## src/rtl/led_scan_if.sv

```systemverilog
// CPU-side display register inputs and LED pin outputs of the scan driver.
interface led_scan_if #(
  parameter int unsigned DIGITS = 8
);
  logic [4*DIGITS-1:0] value;
  logic [DIGITS-1:0]   dp;
  logic [DIGITS-1:0]   blank;
  logic                lz_en;
  logic                load;
  logic [7:0]          seg;
  logic [DIGITS-1:0]   an;
  logic                frame_tick;

  modport master (
    output value, dp, blank, lz_en, load,
    input  seg, an, frame_tick
  );

  modport slave (
    input  value, dp, blank, lz_en, load,
    output seg, an, frame_tick
  );
endinterface

```

## src/rtl/led_scan_driver.sv

```systemverilog
// Time-multiplexed seven-segment driver: hex glyphs, dp, blanking, leading-zero
// suppression, anti-ghost blank interval and frame-synchronous register update.
module led_scan_driver #(
  parameter int unsigned DIGITS        = 8,
  parameter int unsigned DIV           = 50000,
  parameter int unsigned BLANK_CYC     = 2,
  parameter bit          AN_ACTIVE_LOW = 1'b1
) (
  input logic       clk,
  input logic       reset,
  led_scan_if.slave bus
);
  localparam int unsigned PW = $clog2(DIV);
  localparam int unsigned IW = (DIGITS > 1) ? $clog2(DIGITS) : 1;
  localparam int unsigned RW = 6 * DIGITS + 1;
  localparam logic [DIGITS-1:0] AnOff = AN_ACTIVE_LOW ? {DIGITS{1'b1}} : {DIGITS{1'b0}};

  logic [PW-1:0]     presc_q, presc_d;
  logic [IW-1:0]     idx_q, idx_d;
  logic [RW-1:0]     pend_q, pend_d;
  logic [RW-1:0]     act_q, act_d;
  logic [7:0]        seg_q, seg_d;
  logic [DIGITS-1:0] an_q, an_d;
  logic              tick_q, tick_d;

  // Register layout: {lz_en, blank, dp, value}
  logic [4*DIGITS-1:0] act_value;
  logic [DIGITS-1:0]   act_dp, act_blank;
  logic                act_lz;
  assign {act_lz, act_blank, act_dp, act_value} = act_q;

  logic slot_end, frame_end;

  always_comb begin
    slot_end  = (presc_q == PW'(DIV - 1));
    frame_end = slot_end && (idx_q == IW'(DIGITS - 1));
    presc_d   = slot_end ? '0 : presc_q + PW'(1);
    idx_d     = idx_q;
    if (slot_end) begin
      idx_d = (idx_q == IW'(DIGITS - 1)) ? '0 : idx_q + IW'(1);
    end
    pend_d = bus.load ? {bus.lz_en, bus.blank, bus.dp, bus.value} : pend_q;
    // Commit takes the old pending value, so a same-cycle load waits a frame
    act_d  = frame_end ? pend_q : act_q;
  end

  logic [3:0]        nib;
  logic [6:0]        glyph;
  logic              lz_dark;
  logic [DIGITS-1:0] an_on;

  always_comb begin
    nib = act_value[4*idx_q +: 4];
    case (nib)
      4'h0: glyph = 7'h01;
      4'h1: glyph = 7'h4F;
      4'h2: glyph = 7'h12;
      4'h3: glyph = 7'h06;
      4'h4: glyph = 7'h4C;
      4'h5: glyph = 7'h24;
      4'h6: glyph = 7'h20;
      4'h7: glyph = 7'h0F;
      4'h8: glyph = 7'h00;
      4'h9: glyph = 7'h04;
      4'hA: glyph = 7'h08;
      4'hB: glyph = 7'h60;
      4'hC: glyph = 7'h31;
      4'hD: glyph = 7'h42;
      4'hE: glyph = 7'h30;
      default: glyph = 7'h38;
    endcase

    // Dark when this and every higher nibble is zero; digit 0 always shows
    lz_dark = act_lz && (idx_q != '0);
    for (int j = 0; j < int'(DIGITS); j++) begin
      if (j >= int'(idx_q) && act_value[4*j +: 4] != 4'h0) lz_dark = 1'b0;
    end

    an_on        = '0;
    an_on[idx_q] = 1'b1;

    seg_d  = 8'hFF;
    an_d   = AnOff;
    tick_d = frame_end;
    if (presc_q >= PW'(BLANK_CYC)) begin
      an_d = an_on ^ AnOff;
      if (!act_blank[idx_q]) begin
        seg_d = {~act_dp[idx_q], lz_dark ? 7'h7F : glyph};
      end
    end
  end

  always_ff @(posedge clk) begin
    if (reset) begin
      presc_q <= '0;
      idx_q   <= '0;
      pend_q  <= '0;
      act_q   <= '0;
      seg_q   <= 8'hFF;
      an_q    <= AnOff;
      tick_q  <= 1'b0;
    end else begin
      presc_q <= presc_d;
      idx_q   <= idx_d;
      pend_q  <= pend_d;
      act_q   <= act_d;
      seg_q   <= seg_d;
      an_q    <= an_d;
      tick_q  <= tick_d;
    end
  end

  assign bus.seg        = seg_q;
  assign bus.an         = an_q;
  assign bus.frame_tick = tick_q;
endmodule

```

## src/flat_wrapper.sv

```systemverilog
// flat-port wrapper written by rule: the top's interface ports become plain ports
module led_scan_driver_flat 
#(
  parameter int unsigned DIGITS        = 8,
  parameter int unsigned DIV           = 50000,
  parameter int unsigned BLANK_CYC     = 2,
  parameter bit          AN_ACTIVE_LOW = 1'b1
)
  (clk, reset, bus_value, bus_dp, bus_blank, bus_lz_en, bus_load, bus_seg, bus_an, bus_frame_tick);
  led_scan_if #(.DIGITS(DIGITS)) bus_i ();
  input logic clk;
  input logic reset;
  input wire logic [$bits(bus_i.value)-1:0] bus_value;
  input wire logic [$bits(bus_i.dp)-1:0] bus_dp;
  input wire logic [$bits(bus_i.blank)-1:0] bus_blank;
  input wire logic [$bits(bus_i.lz_en)-1:0] bus_lz_en;
  input wire logic [$bits(bus_i.load)-1:0] bus_load;
  output wire logic [$bits(bus_i.seg)-1:0] bus_seg;
  output wire logic [$bits(bus_i.an)-1:0] bus_an;
  output wire logic [$bits(bus_i.frame_tick)-1:0] bus_frame_tick;
  assign bus_i.value = bus_value;
  assign bus_i.dp = bus_dp;
  assign bus_i.blank = bus_blank;
  assign bus_i.lz_en = bus_lz_en;
  assign bus_i.load = bus_load;
  assign bus_seg = bus_i.seg;
  assign bus_an = bus_i.an;
  assign bus_frame_tick = bus_i.frame_tick;
  led_scan_driver #(.DIGITS(DIGITS), .DIV(DIV), .BLANK_CYC(BLANK_CYC), .AN_ACTIVE_LOW(AN_ACTIVE_LOW)) u_core (.clk(clk), .reset(reset), .bus(bus_i));
endmodule
```

## config.mk

```make
export PLATFORM = sky130hd
export DESIGN_NAME = led_scan_driver_flat
export DESIGN_NICKNAME = d
export VERILOG_FILES = /design/src/rtl/led_scan_if.sv /design/src/rtl/led_scan_driver.sv /design/src/flat_wrapper.sv
export SDC_FILE = /design/constraint.sdc
export NUM_CORES = 1
export LEC_CHECK = 0
export CELL_PAD_IN_SITES_DETAIL_PLACEMENT = 1
export CELL_PAD_IN_SITES_GLOBAL_PLACEMENT = 1
export CORE_MARGIN = 1.5
export CORE_UTILIZATION = 45
export CTS_BUF_LIST = sky130_fd_sc_hd__clkbuf_4 sky130_fd_sc_hd__clkbuf_8
export CTS_CLUSTER_DIAMETER = 60
export DETAILED_ROUTE_END_ITERATION = 8
export GPL_TIMING_DRIVEN = 1
export PLACE_DENSITY = 0.81
export SLEW_MARGIN = 20
export SYNTH_ARGS = -nofsm -noshare
export SYNTH_HDL_FRONTEND = slang
export SYNTH_SLANG_ARGS = --single-unit
```

## constraint.sdc

```tcl
create_clock -name clk -period 3.5 [get_ports clk]
set_clock_uncertainty 0.05 [all_clocks]
set_input_delay 0.7 -clock clk [delete_from_list [all_inputs] [get_ports clk]]
set_output_delay 0.7 -clock clk [all_outputs]
set_load 0.02 [all_outputs]
```

==> results by group <==
Run status
  – Status: finished clean

Synth
  – Synth top area cells: dfxtp_1 (51%), mux2i_1 (11%), a22o_1 (8.1%)
  – Post-Syn Area: 0.00531 mm²
  – Number of synthesized register bits: 134
  – Ys async rst share: 0
  – Synth top cells by count: dfxtp_1 (134), nor2_1 (78), mux2i_1 (57)
  – Synthesized instance count: ~490
  – Synth top area share: 0.505
  – Synth warn: 0
  – Yosys cell types: ~40
  – Count leader, synth: dfxtp_1
  – Synth Flop Type: dfxtp_1
  – Synth area leader: dfxtp_1
  – Post-Synthesis Net Count: 555
  – EDFF count, synth: 0
  – Synth Area per Inst: 10.8 µm²
  – Sequential area share after synthesis: 0.505

Setup path
  – Crit path launch: u_core.idx_q[0]
  – Worst reg2reg path endpoint: u_core.bus.seg[0]
  – Start-to-end type of the worst setup path: register to register
  – Critical path depth in cells: 7
  – R2R depth: 7
  – CP peak stage delay: 0.70 ns
  – Worst endpoint data arrival time: between 3 and 4 ns
  – R2R Setup Slk: approximately 0.49 ns
  – Reg2reg start: u_core.idx_q[0]
  – Element type at the critical path start: register
  – Worst path top cell family by delay: multiplexers
  – Critical Path End Type: register
  – Crit path cell chain: mux4_2 -> mux2i_1 -> inv_1 -> ha_1 -> mux2_2 -> a22oi_1 -> nand3_1
  – CP max stage cell: dfxtp_1
  – Worst Path Max Fanout: 12
  – Buf/Inv on CP: 1
  – CP required: 3.75 ns
  – Critical path endpoint: u_core.bus.seg[0]

Timing
  – Final hold violations: 0
  – Max frequency: 332 MHz
  – Relative slew margins: 0.512
  – Worst slew pin tran: around 0.73 ns
  – RSZ-0062 raised after global routing: false
  – Final period utilization: 0.861
  – Min Tclk post-route: 3.01 ns
  – Setup TNS: 0 ns
  – Final Setup Violations: 0
  – Fin. max-slew vios: 0

Global route
  – Initial antenna violation count: 0
  – Largest net degree at the start of global routing: 48
  – Total gr overflow: 0
  – Total track usage: 0.206
  – First-pass GRT wire length: 20400 µm
  – Vias in the first global route: 4129

Drt
  – DR WL/cell: 17.2 µm
  – Via Count: 3869
  – DRC viols: 0
  – Iteration-0 DRC Markers: about 140
  – DR pass1 iterations: 4
  – Vias/cell: 5.46
  – Final wirelength: 12200 µm
  – ANT nets after route: 0

Placement
  – PortBufs: 68
  – Dpl hpwl: 8710 µm
  – GP Congestion: 0.770

Clocking
  – H-tree depth reported by CTS: 4
  – Clock buffer depth: 2
  – Clk Latency, worst-skew pair: 0.44 ns
  – Reg clk slew, reported paths: 0.07 ns
  – # hold bufs at CTS: 0
  – CTS resizes: 0
  – Num CTS Buffers: 17
  – Setup Buffers After CTS: 0
  – Clk sinks: 134
  – TritonCTS clock tree: built
  – CTS root buf: clkbuf_8

Min path
  – Min-delay src: u_core.pend_q[37]
  – HP Class: register to register

Floorplan
  – Floorplan row count: 39
  – Die ar.: 0.0125 mm²
  – IO Pins: 69
  – Initial Util: 0.463
  – Core region area: 0.0115 mm²
  – Die Ht: between 100 and 150 µm
  – Die extent in x: 112 µm

Final layout
  – Nets: 616
  – Post-layout util: 0.566
  – Diode count: 0
  – Ratio of cells with drive above 1 in the final layout: 0.110
  – Area grow syn2layout: 22.2%

Power and ir drop
  – PD cells: approximately 480 mW/mm²
  – Peak VDD IR: 0.317 mV
  – Leak: ~0.0026 µW

Job
  – Max-cap violations: 0
[placed cells by master, fill, tap and decap left out, drive strengths merged, types with 2 or more instances in the layout]
| cell | n |
|---|---|
| dfxtp | 134 |
| nor2 | 78 |
| clkdlybuf4s50 | 66 |
| mux2i | 57 |
| a22o | 49 |
| clkbuf | 24 |
| nand2 | 15 |
| nand3 | 15 |
| mux4 | 12 |
| ha | 12 |
| xor2 | 10 |
| nor4 | 10 |
| buf | 10 |
| inv | 8 |
| xnor2 | 6 |
| nor3 | 6 |
| nand4 | 5 |
| mux2 | 4 |
| o211ai | 4 |
| clkinv | 4 |
| o21ai | 3 |
| and4 | 3 |
| a22oi | 3 |
| a21oi | 3 |
| or3 | 2 |
| or4 | 2 |
| a21o | 2 |
| and2 | 2 |
| and3 | 2 |
| clkinvlp | 2 |
| bufinv | 2 |
[flip-flops by register name (all words and copies together), names as in the netlist]
signal                 flops
u_core.presc_q            16
u_core.act_q              49
u_core.pend_q             49
u_core.idx_q               3
u_core.bus.seg             8
u_core.bus.an              8
u_core.bus.frame_tick      1
[logic make-up (layout without fill, tap and decap cells)]
logic type / count (synthesis) / in the layout / synth area share
simple gates: 146 / 146 / 0.130
flops: 134 / 134 / 0.505
buf+inv: 42 / 116 / 0.0377
mux: 73 / 73 / 0.167
xor+xnor: 16 / 16 / 0.0264
compound gates: 68 / 68 / 0.106
fa+ha+maj: 12 / 12 / 0.0283
[stage by stage]
stage	cell area, µm²	std cells	worst slack [ns]	hold slack, ns	total power [µW]
final	6480	708	0.485	0.424	3120
after floorplan	5310	491	0.929	0.387	1730
after detailed placement	6070	676	0.453	0.407	1840
after CTS	6480	708	0.466	0.423	3150
after global placement	6070	676	0.656	0.403	1830
after global routing	6480	708	0.300	0.445	3240
[worst register-to-register path, cell delays in order, from the launching register on]
cell     delay [ns]
dfxtp_1        0.70
mux4_2         0.59
mux2i_1        0.49
inv_1          0.18
ha_1           0.28
mux2_2         0.28
a22oi_1        0.20
nand3_1        0.10
[per-layer routing]
layer	vias to the layer above	track usage	routed length (µm)
met3	13	0.0517	337
met2	56	0.350	6030
met5	-	0	0
li1	1886	-	-
met1	1914	0.254	5610
met4	0	0.0743	181
[worst min path at each step]
stage                     depth (start not counted)  slack, ns                 to
after floorplan                                   1       0.39  u_core.presc_q[0]
after detailed placement                          1       0.41   u_core.act_q[12]
after global routing                              1       0.44   u_core.act_q[37]
final                                             1       0.42   u_core.act_q[37]
after CTS                                         1       0.42   u_core.act_q[12]
after global placement                            1       0.40   u_core.act_q[48]
[power by group]
part | total [µW] | internal, µW | leakage (µW) | switching (µW)
Sequential | 1600 | 1570 | 0.00109 | 26.8
Combinational | 207 | 110 | 0.00134 | 96.9
Clock | 1320 | 739 | 0.000212 | 579
[final cells by class]
cell class	count	area [µm²]
Clock buffer	24	318
Inverter	8	30.0
Timing Repair Buffer	76	743
Clock inverter	8	95.1
Multi-Input combinational cell	315	2440
Tap cell	143	179
Sequential cell	134	2680
Fill cell	1227	4980
No activity file was read; power rests on OpenSTA's default activity.
